**src/rtl/csr_pkg.sv**
```systemverilog
`default_nettype none
// ============================================================================
// Module      : csr_pkg
// Description : Machine-mode CSR addresses, mstatus/mie bit positions,
//               interrupt cause codes and the trap sequencer state type.
// Revision    : 1.0 - initial release
// ============================================================================
package csr_pkg;

  localparam logic [11:0] CSR_MSTATUS = 12'h300;
  localparam logic [11:0] CSR_MIE     = 12'h304;
  localparam logic [11:0] CSR_MTVEC   = 12'h305;
  localparam logic [11:0] CSR_MEPC    = 12'h341;
  localparam logic [11:0] CSR_MCAUSE  = 12'h342;
  localparam logic [11:0] CSR_MIP     = 12'h344;

  localparam int MSTATUS_MIE  = 3;
  localparam int MSTATUS_MPIE = 7;

  localparam int MIE_MTIE = 7;
  localparam int MIE_MEIE = 11;

  localparam logic [31:0] CAUSE_EXT_IRQ = 32'h8000_000B;
  localparam logic [31:0] CAUSE_TMR_IRQ = 32'h8000_0007;

  typedef enum logic [2:0] {
    IDLE        = 3'd0,
    SAVE_EPC    = 3'd1,
    SAVE_CAUSE  = 3'd2,
    SAVE_STATUS = 3'd3,
    JUMP        = 3'd4,
    RET_STATUS  = 3'd5,
    RET_JUMP    = 3'd6
  } trap_state_e;

endpackage
`default_nettype wire

```
**src/rtl/trap_ctrl_if.sv**
```systemverilog
`default_nettype none
// ============================================================================
// Module      : trap_ctrl_if
// Description : CSR file link: single write port driven by the trap
//               sequencer plus the CSR file's registered read-back values.
// Revision    : 1.0 - initial release
// ============================================================================
interface trap_ctrl_if #(
  parameter int DW    = 32,
  parameter int ADDRW = 12
);
  logic             csr_we;
  logic [ADDRW-1:0] csr_addr;
  logic [DW-1:0]    csr_wdata;
  logic             intr_flag;
  logic [DW-1:0]    trap_pc;
  logic [DW-1:0]    mstatus;
  logic [DW-1:0]    mie;
  logic [DW-1:0]    mtvec;
  logic [DW-1:0]    mepc;

  // Trap sequencer side
  modport master (
    output csr_we, csr_addr, csr_wdata, intr_flag, trap_pc,
    input  mstatus, mie, mtvec, mepc
  );

  // CSR file side
  modport slave (
    input  csr_we, csr_addr, csr_wdata, intr_flag, trap_pc,
    output mstatus, mie, mtvec, mepc
  );
endinterface
`default_nettype wire

```
**src/rtl/irq_sync.sv**
```systemverilog
`default_nettype none
// ============================================================================
// Module      : irq_sync
// Description : Multi-flop level synchronizer for an asynchronous interrupt
//               line, cleared by the asynchronous active-low reset.
// Revision    : 1.0 - initial release
// ============================================================================
module irq_sync #(
  parameter int STAGES = 2
) (
  input  wire logic clk_i,
  input  wire logic rst_i,
  input  wire logic irq_i,
  output logic      irq_s_o
);

  logic [STAGES-1:0] sync_q;

  // Shift the raw level through the chain; the last flop is the clean copy
  always_ff @(posedge clk_i or negedge rst_i) begin
    if (!rst_i) begin
      sync_q <= '0;
    end else begin
      sync_q <= {sync_q[STAGES-2:0], irq_i};
    end
  end

  assign irq_s_o = sync_q[STAGES-1];

endmodule
`default_nettype wire

```
**src/rtl/trap_ctrl.sv**
```systemverilog
`default_nettype none
// ============================================================================
// Module      : trap_ctrl
// Description : Machine-mode interrupt entry / mret sequencer. Saves mepc,
//               mcause and mstatus through the CSR write port, flushes the
//               pipeline and redirects fetch to the handler or back to mepc.
// Revision    : 1.0 - initial release
// ============================================================================
module trap_ctrl
  import csr_pkg::*;
#(
  parameter int DW          = 32,
  parameter int ADDRW       = 12,
  parameter int SYNC_STAGES = 2
) (
  input  wire logic          clk_i,
  input  wire logic          rst_i,
  input  wire logic          ext_irq_i,
  input  wire logic          tmr_irq_i,
  input  wire logic [DW-1:0] pc_i,
  input  wire logic          pc_valid_i,
  input  wire logic          csr_instr_i,
  input  wire logic          mret_i,
  trap_ctrl_if.master        csr,
  output logic               flush_o,
  output logic               redirect_o,
  output logic [DW-1:0]      redirect_pc_o,
  output logic               busy_o
);

  trap_state_e   state, state_d;
  logic          ext_s, tmr_s;
  logic          ext_p, tmr_p, take, accept;
  logic [DW-1:0] pc_q;
  logic [31:0]   cause_q;
  logic [DW-1:0] status_trap, status_ret;
  logic [DW-1:0] tvec_base, tvec_target;
  logic          unused_mie;

  irq_sync #(.STAGES(SYNC_STAGES)) u_ext_sync (
    .clk_i   (clk_i),
    .rst_i   (rst_i),
    .irq_i   (ext_irq_i),
    .irq_s_o (ext_s)
  );

  irq_sync #(.STAGES(SYNC_STAGES)) u_tmr_sync (
    .clk_i   (clk_i),
    .rst_i   (rst_i),
    .irq_i   (tmr_irq_i),
    .irq_s_o (tmr_s)
  );

  // Only the two enable bits of mie matter here
  assign unused_mie = ^csr.mie;

  assign ext_p  = ext_s & csr.mie[MIE_MEIE];
  assign tmr_p  = tmr_s & csr.mie[MIE_MTIE];
  assign take   = csr.mstatus[MSTATUS_MIE] & (ext_p | tmr_p);
  assign busy_o = (state != IDLE);

  // mstatus images for trap entry (MPIE<=MIE, MIE<=0) and mret (MIE<=MPIE, MPIE<=1)
  always_comb begin
    status_trap               = csr.mstatus;
    status_trap[MSTATUS_MPIE] = csr.mstatus[MSTATUS_MIE];
    status_trap[MSTATUS_MIE]  = 1'b0;
    status_ret                = csr.mstatus;
    status_ret[MSTATUS_MIE]   = csr.mstatus[MSTATUS_MPIE];
    status_ret[MSTATUS_MPIE]  = 1'b1;
  end

  // Vectored mode adds 4*cause to the aligned base; the sum wraps naturally
  assign tvec_base   = {csr.mtvec[DW-1:2], 2'b00};
  assign tvec_target = (csr.mtvec[1:0] == 2'b01) ?
                       tvec_base + DW'({cause_q[4:0], 2'b00}) : tvec_base;

  // State register plus the pc/cause captured on interrupt acceptance
  always_ff @(posedge clk_i or negedge rst_i) begin
    if (!rst_i) begin
      state   <= IDLE;
      pc_q    <= '0;
      cause_q <= '0;
    end else begin
      state <= state_d;
      if (accept) begin
        pc_q    <= pc_i;
        cause_q <= ext_p ? CAUSE_EXT_IRQ : CAUSE_TMR_IRQ;
      end
    end
  end

  // Next-state and per-state strobes; data/address buses are zero when idle
  always_comb begin
    state_d       = state;
    accept        = 1'b0;
    csr.csr_we    = 1'b0;
    csr.csr_addr  = '0;
    csr.csr_wdata = '0;
    csr.intr_flag = 1'b0;
    csr.trap_pc   = '0;
    flush_o       = 1'b0;
    redirect_o    = 1'b0;
    redirect_pc_o = '0;
    case (state)
      IDLE: begin
        if (mret_i) begin
          flush_o = 1'b1;
          state_d = RET_STATUS;
        end else if (take && pc_valid_i && !csr_instr_i) begin
          accept  = 1'b1;
          flush_o = 1'b1;
          state_d = SAVE_EPC;
        end
      end
      SAVE_EPC: begin
        csr.csr_we    = 1'b1;
        csr.csr_addr  = ADDRW'(CSR_MEPC);
        csr.csr_wdata = pc_q;
        csr.intr_flag = 1'b1;
        csr.trap_pc   = pc_q;
        flush_o       = 1'b1;
        state_d       = SAVE_CAUSE;
      end
      SAVE_CAUSE: begin
        csr.csr_we    = 1'b1;
        csr.csr_addr  = ADDRW'(CSR_MCAUSE);
        csr.csr_wdata = DW'(cause_q);
        flush_o       = 1'b1;
        state_d       = SAVE_STATUS;
      end
      SAVE_STATUS: begin
        csr.csr_we    = 1'b1;
        csr.csr_addr  = ADDRW'(CSR_MSTATUS);
        csr.csr_wdata = status_trap;
        flush_o       = 1'b1;
        state_d       = JUMP;
      end
      JUMP: begin
        redirect_o    = 1'b1;
        redirect_pc_o = tvec_target;
        flush_o       = 1'b1;
        state_d       = IDLE;
      end
      RET_STATUS: begin
        csr.csr_we    = 1'b1;
        csr.csr_addr  = ADDRW'(CSR_MSTATUS);
        csr.csr_wdata = status_ret;
        flush_o       = 1'b1;
        state_d       = RET_JUMP;
      end
      RET_JUMP: begin
        redirect_o    = 1'b1;
        redirect_pc_o = csr.mepc;
        flush_o       = 1'b1;
        state_d       = IDLE;
      end
      default: state_d = IDLE;
    endcase
    // The idle-state flush depends on live inputs; keep it quiet in reset
    if (!rst_i) flush_o = 1'b0;
  end

endmodule
`default_nettype wire

```
**src/flat_wrapper.sv**
```systemverilog
// flat-port wrapper written by rule: the top's interface ports become plain ports
module trap_ctrl_flat import csr_pkg::*;
#(
  parameter int DW          = 32,
  parameter int ADDRW       = 12,
  parameter int SYNC_STAGES = 2
)
  (clk_i, rst_i, ext_irq_i, tmr_irq_i, pc_i, pc_valid_i, csr_instr_i, mret_i, flush_o, redirect_o, redirect_pc_o, busy_o, csr_csr_we, csr_csr_addr, csr_csr_wdata, csr_intr_flag, csr_trap_pc, csr_mstatus, csr_mie, csr_mtvec, csr_mepc);
  trap_ctrl_if #(.DW(DW), .ADDRW(ADDRW)) csr_i ();
  input  wire logic clk_i;
  input  wire logic rst_i;
  input  wire logic ext_irq_i;
  input  wire logic tmr_irq_i;
  input  wire logic [DW-1:0] pc_i;
  input  wire logic pc_valid_i;
  input  wire logic csr_instr_i;
  input  wire logic mret_i;
  output logic flush_o;
  output logic redirect_o;
  output logic [DW-1:0] redirect_pc_o;
  output logic busy_o;
  output wire logic [$bits(csr_i.csr_we)-1:0] csr_csr_we;
  output wire logic [$bits(csr_i.csr_addr)-1:0] csr_csr_addr;
  output wire logic [$bits(csr_i.csr_wdata)-1:0] csr_csr_wdata;
  output wire logic [$bits(csr_i.intr_flag)-1:0] csr_intr_flag;
  output wire logic [$bits(csr_i.trap_pc)-1:0] csr_trap_pc;
  input wire logic [$bits(csr_i.mstatus)-1:0] csr_mstatus;
  input wire logic [$bits(csr_i.mie)-1:0] csr_mie;
  input wire logic [$bits(csr_i.mtvec)-1:0] csr_mtvec;
  input wire logic [$bits(csr_i.mepc)-1:0] csr_mepc;
  assign csr_csr_we = csr_i.csr_we;
  assign csr_csr_addr = csr_i.csr_addr;
  assign csr_csr_wdata = csr_i.csr_wdata;
  assign csr_intr_flag = csr_i.intr_flag;
  assign csr_trap_pc = csr_i.trap_pc;
  assign csr_i.mstatus = csr_mstatus;
  assign csr_i.mie = csr_mie;
  assign csr_i.mtvec = csr_mtvec;
  assign csr_i.mepc = csr_mepc;
  trap_ctrl #(.DW(DW), .ADDRW(ADDRW), .SYNC_STAGES(SYNC_STAGES)) u_core (.clk_i(clk_i), .rst_i(rst_i), .ext_irq_i(ext_irq_i), .tmr_irq_i(tmr_irq_i), .pc_i(pc_i), .pc_valid_i(pc_valid_i), .csr_instr_i(csr_instr_i), .mret_i(mret_i), .csr(csr_i), .flush_o(flush_o), .redirect_o(redirect_o), .redirect_pc_o(redirect_pc_o), .busy_o(busy_o));
endmodule
```
**config.mk**
```make
export PLATFORM = sky130hd
export DESIGN_NAME = trap_ctrl_flat
export DESIGN_NICKNAME = d
export VERILOG_FILES = /design/src/rtl/csr_pkg.sv /design/src/rtl/trap_ctrl_if.sv /design/src/rtl/irq_sync.sv /design/src/rtl/trap_ctrl.sv /design/src/flat_wrapper.sv
export SDC_FILE = /design/constraint.sdc
export NUM_CORES = 1
export LEC_CHECK = 0
export ABC_CLOCK_PERIOD_IN_PS = 3400
export CORE_UTILIZATION = 30
export DETAILED_ROUTE_END_ITERATION = 10
export GPL_TIMING_DRIVEN = 0
export PLACE_DENSITY_LB_ADDON = 0.2
export SLEW_MARGIN = 15
export SYNTH_ARGS = -nofsm -noshare
export SYNTH_HDL_FRONTEND = slang
export SYNTH_SLANG_ARGS = --single-unit
```
**constraint.sdc**
```tcl
create_clock -name clk_i -period 3.4 [get_ports clk_i]
set_clock_uncertainty 0.1 [all_clocks]
set_input_delay 0.68 -clock clk_i [delete_from_list [all_inputs] [get_ports clk_i]]
set_output_delay 0.68 -clock clk_i [all_outputs]
set_load 0.005 [all_outputs]
```
=== Yosys cells after proc, flatten, opt, wreduce, memory -nomap -nowiden ===
Cells that the tools add are included.

* Output and inout bits: 113
* Input port bits: 167
* Word-level logic and storage cells: 45
* Flip-flop bits (word level): 71

* Bitwise logic cells: 4
* Multiplexer cells: 18
* Add/subtract/negate cells: 1
* Reduce and logical (&&, ||, !) cells: 9
* Equal/unequal tests: 8

{| class="wikitable"
|+ Operators with widths
! kind !! count
|-
| 32-bit one-hot mux with 4 select lines || 1
|-
| 32-bit 2-to-1 mux || 2
|-
| 32-bit one-hot mux with 2 select lines || 1
|-
| 32-bit by 7-bit adder with 32-bit output || 1
|-
| 10-bit one-hot mux with 3 select lines || 1
|-
| 3-bit one-hot mux with 5 select lines || 1
|-
| 3-bit == test, second input constant || 3
|-
| 1-bit 2-to-1 mux || 8
|-
| 3-bit by 2-bit == test with 1-bit output, second input constant || 2
|-
| 3-bit 2-to-1 mux || 2
|-
| 6-bit OR reduction || 1
|-
| 4-bit 2-to-1 mux || 1
|-
| 2-bit OR reduction || 2
|-
| 4-bit OR reduction || 1
|-
| 1-bit AND || 3
|-
| 3-bit by 1-bit == test with 1-bit output, second input constant || 1
|-
| 3-bit zero test || 1
|-
| 3-bit by 2-bit inequality test with 1-bit output, second input constant || 1
|-
| 3-bit nonzero test || 1
|-
| 2-bit by 1-bit == test with 1-bit output, second input constant || 1
|-
| 1-bit logical AND || 2
|-
| 1-bit one-hot mux with 2 select lines || 1
|-
| 1-bit zero test || 1
|-
| 1-bit OR || 1
|}

=== Logic depth before layout (Yosys ltp) ===
Gate-level depths: netlist of run 1.

* Depth after elaboration: 9
* Gate-level depth with buffers: 8
* Depth with buffers taken out: 7

=== Cells and area by module ===
Synthesis of run 1 repeated with hierarchy kept, for this count alone.

* Cells, all modules: 372
* Area total of the unflattened synthesis: 3298.2 sq um

{| class="wikitable"
|+ Modules (own cells, without submodules)
! module !! cells each !! area an instance (sq um) !! seq. area each (sq um) !! times used
|-
| trap_ctrl || 368 || 3198.1 || 950.9 || 1
|-
| irq_sync || 2 || 50.0 || 50.0 || 2
|}

=== Least setup slack after synthesis of run 1 ===
Ideal clock, no wire load.

* Path kind: input to output
* Start: in csr_mtvec[2]
* End: out redirect_pc_o[12]
* Stages on the path: 8
* Data arrival time: 2669 ps
* Required time: 2620 ps
* Setup slack: -49 ps
* Path buffers: 1
* Cell sequence: ha_1 fa_1 a21o_1 a21oi_1 clkbuf_1 nor3_1 xnor2_1 a21oi_1

* Word-level cells in the longest chain between the ends: 3

{| class="wikitable"
|+ Ends and longest elaborated chain
! item !! RTL line !! RTL
|-
| from (decl) || flat_wrapper.sv:29 || <nowiki>input wire logic [$bits(csr_i.mtvec)-1:0] csr_mtvec;</nowiki>
|-
| 32-bit by 7-bit adder with 32-bit output || trap_ctrl.sv:75 || <nowiki>tvec_base + DW'({cause_q[4:0], 2'b00}) : tvec_base;</nowiki>
|-
| 32-bit 2-to-1 mux || trap_ctrl.sv:74 || <nowiki>assign tvec_target = (csr.mtvec[1:0] == 2'b01) ?</nowiki>
|-
| 32-bit one-hot mux with 2 select lines || trap_ctrl.sv:104 || <nowiki>case (state)</nowiki>
|-
| to (decl) || flat_wrapper.sv:20 || <nowiki>output logic [DW-1:0] redirect_pc_o;</nowiki>
|}

No other way between the ends.

=== Worst setup path in the final report of run 1 ===
* Start: in csr_mtvec[4]
* End: out redirect_pc_o[19]

The elaborated chain is that of the path after synthesis.

==> results of run 1 <==
## cells in the mapped netlist, types with 2 or more instances
cell type	instances	area share
buf_4	10	0.022
and4_1	2	0.0052
nand4_1	2	0.0037
inv_2	2	0.0022
nand3_1	8	0.012
and2_1	36	0.067
nand2_1	26	0.029
mux2_1	32	0.11
a21o_1	28	0.063
nor3_2	3	0.0089
nor3b_2	2	0.0074
nor3_1	2	0.0030
xor2_1	2	0.0052
a21oi_1	30	0.045
nor2b_1	2	0.0037
nand2b_1	3	0.0056
inv_1	3	0.0034
o21ai_0	16	0.024
xnor2_1	26	0.068
dfrtp_1	42	0.31
a211o_1	4	0.010
buf_2	3	0.0045
nor4b_2	2	0.0089
nor2_1	16	0.018
ha_1	4	0.015
clkbuf_1	15	0.017
nor4_2	6	0.022
a211oi_1	3	0.0067
o21a_1	2	0.0045
o21ai_1	13	0.019
## per-stage QoR
stage          power (mW)  area (um^2)  utilization  hold slack (ns)  setup WS [ns]
3_5_place_dp         2.91         6000        0.551            0.236          -1.24
6_report             3.52         6450        0.592            0.173         0.0531
2_1_floorplan        1.74         3380            -            0.231          0.110
3_3_place_gp         2.88         5980        0.549            0.234          -1.23
4_1_cts              3.48         6390        0.587            0.170       -0.00377
5_1_grt              3.78         6450        0.592            0.177        -0.0400
## logic make-up (layout without fill, tap and decap cells)
family | Yosys count | in the layout | synth area share
AND/OR/NAND/NOR | 124 | 124 | 0.238
AO/OA/AOI/OAI | 101 | 101 | 0.185
flip-flops | 42 | 42 | 0.313
buffers and inverters | 36 | 316 | 0.0596
multiplexers | 33 | 33 | 0.110
XOR/XNOR | 28 | 28 | 0.0730
adder cells (fa/ha/maj) | 5 | 5 | 0.0208
other | 1 | 7 | 0.00112
## per-layer routing
metal / track usage / up-vias / share of wire
li1: - / 1859 / -
met1: 0.224 / 1786 / 0.38
met2: 0.404 / 177 / 0.51
met3: 0.0502 / 19 / 0.086
met4: 0.0607 / 0 / 0.019
met5: 0 / - / 0
## path summary, 6_finish.rpt
kind                                                  startpoint                                    end
setup / recovery                                    csr_mtvec[4]                      redirect_pc_o[19]
max in group asynchronous                                  rst_i          u_core.cause_q[1]$_DFFE_PN0P_
setup reg to reg                     u_core.state[0]$_DFFE_PN0P_             u_core.pc_q[2]$_DFFE_PN0P_
hold / removal                                             rst_i            u_core.state[1]$_DFFE_PN0P_
min in group clk_i         u_core.u_ext_sync.sync_q[0]$_DFF_PN0_  u_core.u_ext_sync.sync_q[1]$_DFF_PN0_
hold reg to reg            u_core.u_ext_sync.sync_q[0]$_DFF_PN0_  u_core.u_ext_sync.sync_q[1]$_DFF_PN0_
## sequential cells by signal (all words and copies together) (netlist names)
name                      cells
u_core.cause_q                3
u_core.pc_q                  32
u_core.u_ext_sync.sync_q      2
u_core.state                  3
u_core.u_tmr_sync.sync_q      2
## final cells by class
cell class | count | area (um^2) | share of cell area
repair buffers | 272 | 2560 | 0.397
multi-input cells | 298 | 2320 | 0.359
flip-flops and latches | 42 | 1050 | 0.163
plain buffers | 31 | 229 | 0.0355
well taps | 140 | 175 | 0.0272
clock buffers | 6 | 82.6 | 0.0128
inverters | 5 | 18.8 | 0.00291
clock inverters | 2 | 12.5 | 0.00194
## what timing repair did
item,CTS,global route
cloned,2,0
resized for setup,112,50
setup endpoints to repair,41,43
buffers inserted,18,9
pin swaps,23,20
hold endpoints to repair,0,0
## power breakdown
part           switching [mW]  total [mW]  internal, mW
sequential              0.121       0.814         0.692
combinational            1.01        2.36          1.35
clock                   0.175       0.338         0.163
==> results.cfg, run 1 <==
[floorplan]
io_pins = 280
die-height_um = 108
core.rowCount = 38
die_area_um2 = 11600
die_w_um = 108
fp.coreArea_um2 = 10900
initial_utilization = 0.309

[sta]
fin_tns_setup_ns = 0
period_share = 0.984
max_freq_mhz = 299
rsz0062_at_grt = true
slew_headroom = 0.556
fin_crit_ns = 3.35
worst_pin_slew_ns = 0.662
finalSetupViolations = 0
hold_viol = 0
drv_slew = 0

[finish]
drive_gt1_frac = 0.186
fillers = 981
final_common_cell = clkdlybuf4s50_1
area_delta_synth_final_pct = 91.9
n_antenna_cell = 0
most-common-layout-cells = clkdlybuf4s50_1, dfrtp_1, and2_1
final_nets = 827
layout.cells.non_filler = 796

[drt]
drc = 0
ant_nets = 0
wire_per_inst_um = 15.8
drt_wl_total_um = 12600
firstDrtPassIters = 4
viasPerCell = 4.83
drtIter0Drc = 106
num_vias = 3841

[cts]
clk_latency_ns = 0.29
clock-sinks = 42
cts_tree = done
clk_path_buf_depth = 2
htreeDepth = 2
cts-buffers-inserted = 5
postCtsHoldBufs = 0
path_clk_slew_ns = 0.08
root_buffer = clkbuf_8

[yosys]
synthFlopType = dfrtp_1
ys_warn_count = 0
avgSynthCellArea_um2 = 9.08
synth_cell_types = 55
synth_area_um2 = 3360
syn_inst = 370
yosysSeqAreaShare = 0.313
ys_seq_elements = 42
async_reset_ff_frac = 1.00
synth_edf_count = 0

[global_route]
grt_overflow = 0
grt_pass1_vias = 3974
antenna_found_initial = 0
track_usage = 0.210
grt_pass1_wl_um = 19200
grt_max_degree = 33

[run]
maxCapViolations = 0

[status]
outcome = finished clean

[critical_path]
worstSetupStartpointType = primary input
regToRegSetupSlack_ns = 1.01
crit_arrival_ns = 2.57
cp_max_fo = 4
max_stage_delay_ns = 0.27
slowest_stage = dlygate4sd2_1
path_buf_inv = 5
crit_type = in -> out
crit_top_cell = buf_4
path_depth = 11
endpoint_kind = output pin
required_ns = 2.62
cp_cell_sequence = dlygate4sd2_1, ha_4, o21a_4, a21oi_4, clkbuf_8, buf_4, buf_4, nor3_2, xnor2_1, a21oi_1, buf_2
path_delay_family = buffers and inverters
r2r_cells = 5

[power_and_ir_drop]
power_density_nw_per_um2 = 545
vdd_drop_max_mv = 0.290
p_leak_nw = 3.02

[placed_design]
dp_hpwl_um = 9810
place.gp.congestion = 0.839
dp.cells = 759
portBuffers = 242

[hold_path]
min_path_type = in -> async
Power figures use the tool's default switching activity.
==> inputs of run 2 (changes only) <==
--- a/config.mk
+++ b/config.mk
@@ -9,6 +9,7 @@
 export CORE_UTILIZATION = 30
 export DETAILED_ROUTE_END_ITERATION = 10
 export GPL_TIMING_DRIVEN = 0
+export MAX_ROUTING_LAYER = met4
 export PLACE_DENSITY_LB_ADDON = 0.2
 export SLEW_MARGIN = 15
 export SYNTH_ARGS = -nofsm -noshare
==> results.cfg, run 2 (synthesized netlist as in run 1, its figures left out) <==
[status]
outcome = finished clean

[floorplan]
initial_utilization = 0.309
io_pins = 280
fp.coreArea_um2 = 10900
die_area_um2 = 11600
die-height_um = 108
core.rowCount = 38
die_w_um = 108

[sta]
drv_slew = 0
finalSetupViolations = 0
hold_viol = 0
max_freq_mhz = 299
period_share = 0.984
fin_tns_setup_ns = 0
fin_crit_ns = 3.35
worst_pin_slew_ns = 0.651
rsz0062_at_grt = true
slew_headroom = 0.564
whs_ns = 0.172

[finish]
final_nets = 827
drive_gt1_frac = 0.186
layout.cells.non_filler = 796
multiInputGateArea_um2 = 2320
fillers = 981
largest_reg_flops = 32
most-common-layout-cells = clkdlybuf4s50_1, dfrtp_1, and2_1
regArea_um2 = 1050
area_delta_synth_final_pct = 91.9
reg.largest.list = u_core.pc_q: 32 flops, u_core.cause_q: 3 flops, u_core.state: 3 flops
n_antenna_cell = 0
final_common_cell = clkdlybuf4s50_1
regMostFlops = u_core.pc_q

[critical_path]
r2r_start = u_core.state[0]$_DFFE_PN0P_
max_stage_delay_ns = 0.27
crit_type = in -> out
r2r_cells = 5
required_ns = 2.62
endpoint_kind = output pin
crit_arrival_ns = 2.57
crit_top_cell = buf_4
rr_endpoint = u_core.pc_q[2]$_DFFE_PN0P_
cp_cell_sequence = dlygate4sd2_1, ha_4, o21a_4, a21oi_4, clkbuf_8, buf_4, buf_4, nor3_2, xnor2_1, a21oi_1, buf_2
regToRegSetupSlack_ns = 1.02
worstSetupStartpointType = primary input
slowest_stage = dlygate4sd2_1
cp_max_fo = 4

[power_and_ir_drop]
internal_power_mw = 2.21
vdd_drop_max_mv = 0.290
p_leak_nw = 3.02
pwr-share-seq = 0.232
switching_share = 0.371
p_clk_frac = 0.096
power_switching_mw = 1.30
power_density_nw_per_um2 = 545
power_frac_comb = 0.672

[drt]
viasPerCell = 4.84
firstDrtPassIters = 4
ant_nets = 0
num_vias = 3855
drc = 0
wire_per_inst_um = 15.8
drt_wl_total_um = 12600
drtIter0Drc = 128

[hold_path]
min_path_type = in -> async

[cts]
clock-sinks = 42
path_clk_slew_ns = 0.08
cts_tree = done
clk_latency_ns = 0.29
clk_path_buf_depth = 2
root_buffer = clkbuf_8
htreeDepth = 2
cts-buffers-inserted = 5
postCtsHoldBufs = 0

[global_route]
antenna_found_initial = 0
track_usage = 0.216
grt_pass1_wl_um = 19100
grt_max_degree = 33
grt_pass1_vias = 3973
grt_overflow = 0

[placed_design]
dp_hpwl_um = 9810
portBuffers = 242
dp.cells = 759
place.gp.congestion = 0.852

[run]
maxCapViolations = 0
run 2: cell counts in the layout (fill, tap and decap cells not counted):
Identical to the previous run, type by type.
run 2: metrics by stage:
| stage | setup slack [ns] | total power [mW] | util | instance area [um^2] |
|---|---|---|---|---|
| finish | 0.0546 | 3.51 | 0.592 | 6450 |
| global route | -0.0400 | 3.78 | 0.592 | 6450 |
| CTS | -0.00377 | 3.48 | 0.587 | 6390 |
| detailed placement | -1.24 | 2.91 | 0.551 | 6000 |
| global placement | -1.23 | 2.88 | 0.549 | 5980 |
| floorplan | 0.110 | 1.74 | - | 3380 |
run 2: area by class of cell:
cell class / instances / share of cell area
flip-flops and latches: 42 / 0.163
clock inverters: 2 / 0.00194
plain buffers: 31 / 0.0355
clock buffers: 6 / 0.0128
multi-input cells: 298 / 0.359
inverters: 5 / 0.00291
well taps: 140 / 0.0272
repair buffers: 272 / 0.397
run 2: how the worst max path moves through the flow:
stage / start / end / slack (ns) / depth (start not counted)
5_1_grt: u_core.cause_q[1]$_DFFE_PN0P_ / redirect_pc_o[18] / -0.04 / 10
3_3_place_gp: csr_mtvec[2] / redirect_pc_o[8] / -1.23 / 10
4_1_cts: u_core.cause_q[1]$_DFFE_PN0P_ / redirect_pc_o[8] / -0.004 / 10
3_5_place_dp: csr_mtvec[2] / redirect_pc_o[8] / -1.24 / 10
6_report: csr_mtvec[4] / redirect_pc_o[19] / 0.05 / 11
2_1_floorplan: csr_mtvec[2] / redirect_pc_o[12] / 0.11 / 8
run 2: critical path, delay by kind of cell:
family,cells,cell delay (ns)
AO/OA/AOI/OAI,3,0.53
XOR/XNOR,1,0.21
AND/OR/NAND/NOR,1,0.03
buffers and inverters,5,0.83
adder cells (fa/ha/maj),1,0.27
run 2: routing by layer:
metal | vias to the layer above | global-route usage | wire, um | part of all wire
li1 | 1859 | - | - | -
met1 | 1796 | 0.228 | 4850 | 0.39
met2 | 183 | 0.405 | 6520 | 0.52
met3 | 17 | 0.0418 | 1020 | 0.081
met4 | 0 | 0.0607 | 213 | 0.017
met5 | - | - | 0 | 0
run 2: what timing repair did:
item / 4_1_cts / 5_1_grt
endpoints found under the setup margin: 41 / 43
pin swaps: 23 / 20
cloned: 2 / 0
resized for setup: 112 / 50
setup buffers: 18 / 9
run 2: power groups by stage:
stage                     combinational [mW]  sequential (mW)  clock, mW
after floorplan                        0.966            0.773          0
after global placement                  2.07            0.803          0
after detailed placement                2.09            0.815          0
after CTS                               2.31            0.820      0.349
after global routing                    2.57            0.844      0.369
final                                   2.36            0.813      0.337
==> inputs of run 3 (changes only) <==
--- a/config.mk
+++ b/config.mk
@@ -6,6 +6,7 @@
 export NUM_CORES = 1
 export LEC_CHECK = 0
 export ABC_CLOCK_PERIOD_IN_PS = 3400
+export CORE_MARGIN = 2
 export CORE_UTILIZATION = 30
 export DETAILED_ROUTE_END_ITERATION = 10
 export GPL_TIMING_DRIVEN = 0
==> results.cfg, run 3 (synthesized netlist as in run 1, its figures left out) <==
[drt]
firstDrtPassIters = 4
drc = 0
viasPerCell = 4.91
wire_per_inst_um = 16.4
num_vias = 3897
drtIter0Drc = 117
ant_nets = 0
drt_wl_total_um = 13000

[sta]
drv_slew = 0
max_freq_mhz = 296
hold_viol = 0
finalSetupViolations = 0
rsz0062_at_grt = true
fin_ws_ns = 0.0247
worst_pin_slew_ns = 0.669
whs_ns = 0.180
fin_crit_ns = 3.38
period_share = 0.993
slew_headroom = 0.552

[cts]
root_buffer = clkbuf_8
postCtsHoldBufs = 0
cts-buffers-inserted = 5
path_clk_slew_ns = 0.09
clk_path_buf_depth = 2
clk_latency_ns = 0.29
htreeDepth = 2
cts_tree = done
clock-sinks = 42

[power_and_ir_drop]
vdd_drop_max_mv = 0.315
p_leak_nw = 2.98
internal_power_mw = 2.34
power_switching_mw = 1.30
power_mw = 3.64
power_density_nw_per_um2 = 560
switching_share = 0.356
p_clk_frac = 0.133
power_frac_comb = 0.642
pwr-share-seq = 0.225

[finish]
final_common_cell = clkdlybuf4s50_1
largest_reg_flops = 32
regArea_um2 = 1050
regMostFlops = u_core.pc_q
fillers = 938
most-common-layout-cells = clkdlybuf4s50_1, dfrtp_1, and2_1
post-route-util = 0.598
drive_gt1_frac = 0.172
reg.largest.list = u_core.pc_q: 32 flops, u_core.cause_q: 3 flops, u_core.state: 3 flops
multiInputGateArea_um2 = 2330
final_nets = 824
n_antenna_cell = 0
area_delta_synth_final_pct = 93.7

[global_route]
met2_usage = 0.404
grt_max_degree = 31
gr-usage-met3 = 0.0533
grt_busiest_layer = met2
grt_pass1_wl_um = 19500
track_usage = 0.213
antenna_found_initial = 0
grt_pass1_vias = 3978
grtUsageMet1 = 0.219
grt_overflow = 0

[critical_path]
critPathLaunch = csr_mtvec[12]
worstSetupStartpointType = primary input
endpoint_kind = output pin
r2r_cells = 5
r2r_start = u_core.state[0]$_DFFE_PN0P_
required_ns = 2.62
regToRegSetupSlack_ns = 0.98
rr_endpoint = u_core.pc_q[6]$_DFFE_PN0P_
crit_type = in -> out
cp_max_fo = 10
crit_arrival_ns = 2.60

[placed_design]
place.gp.congestion = 0.833
dp_slack_ns = -1.16
dp_hpwl_um = 10100
portBuffers = 242

[floorplan]
fp.coreArea_um2 = 10900
die_w_um = 110
initial_utilization = 0.309
die_area_um2 = 12100
die-height_um = 110
io_pins = 280
core.rowCount = 38

[hold_path]
min_path_type = in -> async

[status]
outcome = finished clean

[run]
maxCapViolations = 0
[run 3: cell count changes in the layout (fill, tap and decap cells not counted), moves of 2 or more]
cell	before	now
clkdlybuf4s15_1	4	10
bufinv_16	0	2
clkdlybuf4s15_2	1	4
buf_6	6	4
clkdlybuf4s50_1	196	198
dlymetal6s2s_1	3	0
buf_4	33	30
clkbuf_2	18	11
[run 3: stage by stage]
| stage | setup TNS (ns) | cell area (um^2) | instances |
|---|---|---|---|
| after detailed placement | -26.08 | 6000 | 759 |
| after floorplan | 0 | 3380 | 376 |
| after global placement | -26.86 | 5980 | 758 |
| after global routing | -0.0647 | 6510 | 793 |
| final | 0 | 6510 | 793 |
| after CTS | 0 | 6470 | 790 |
[run 3: worst max path at each step]
stage | endpoint | slack, ns
floorplan | redirect_pc_o[12] | 0.11
global placement | redirect_pc_o[18] | -1.17
detailed placement | redirect_pc_o[18] | -1.16
CTS | redirect_pc_o[9] | 0.005
global route | redirect_pc_o[24] | -0.04
finish | redirect_pc_o[24] | 0.02
[run 3: power groups by stage]
| stage | clock network [mW] | logic (mW) | registers, mW |
|---|---|---|---|
| 4_1_cts | 0.502 | 2.30 | 0.815 |
| 3_3_place_gp | 0 | 2.05 | 0.804 |
| 5_1_grt | 0.522 | 2.53 | 0.845 |
| 2_1_floorplan | 0 | 0.966 | 0.773 |
| 3_5_place_dp | 0 | 2.08 | 0.815 |
| 6_report | 0.485 | 2.34 | 0.819 |
[run 3: final cells by class]
cell class,instances,share of cell area
Clock inverter,2,0.00922
Inverter,5,0.00288
Timing Repair Buffer,269,0.396
Buffer,31,0.0336
Tap cell,140,0.0269
Multi-Input combinational cell,298,0.357
Clock buffer,6,0.0127
Sequential cell,42,0.162
[run 3: timing repair]
| item | 4_1_cts | 5_1_grt |
|---|---|---|
| setup buffers | 21 | 3 |
| cloned | 2 | 0 |
| setup endpoints to repair | 45 | 50 |
| pin swaps | 28 | 7 |
| resized for setup | 122 | 29 |
[run 3: routing by layer]
layer / routed length, um / part of all wire / vias to the layer above
met2: 6720 / 0.52 / 185
met3: 1250 / 0.096 / 14
met1: 4870 / 0.37 / 1843
met4: 176 / 0.014 / 0
met5: 0 / 0 / -
li1: - / - / 1855
[run 3: worst max-delay path: stages]
cell and delay (ns):
clkdlybuf4s15_1 0.24, nand4_1 0.15, or4_4 0.53, buf_12 0.16, buf_12 0.15, nor4_4 0.19, xnor2_1 0.11, a21oi_1 0.16
clkdlybuf4s15_2 0.22
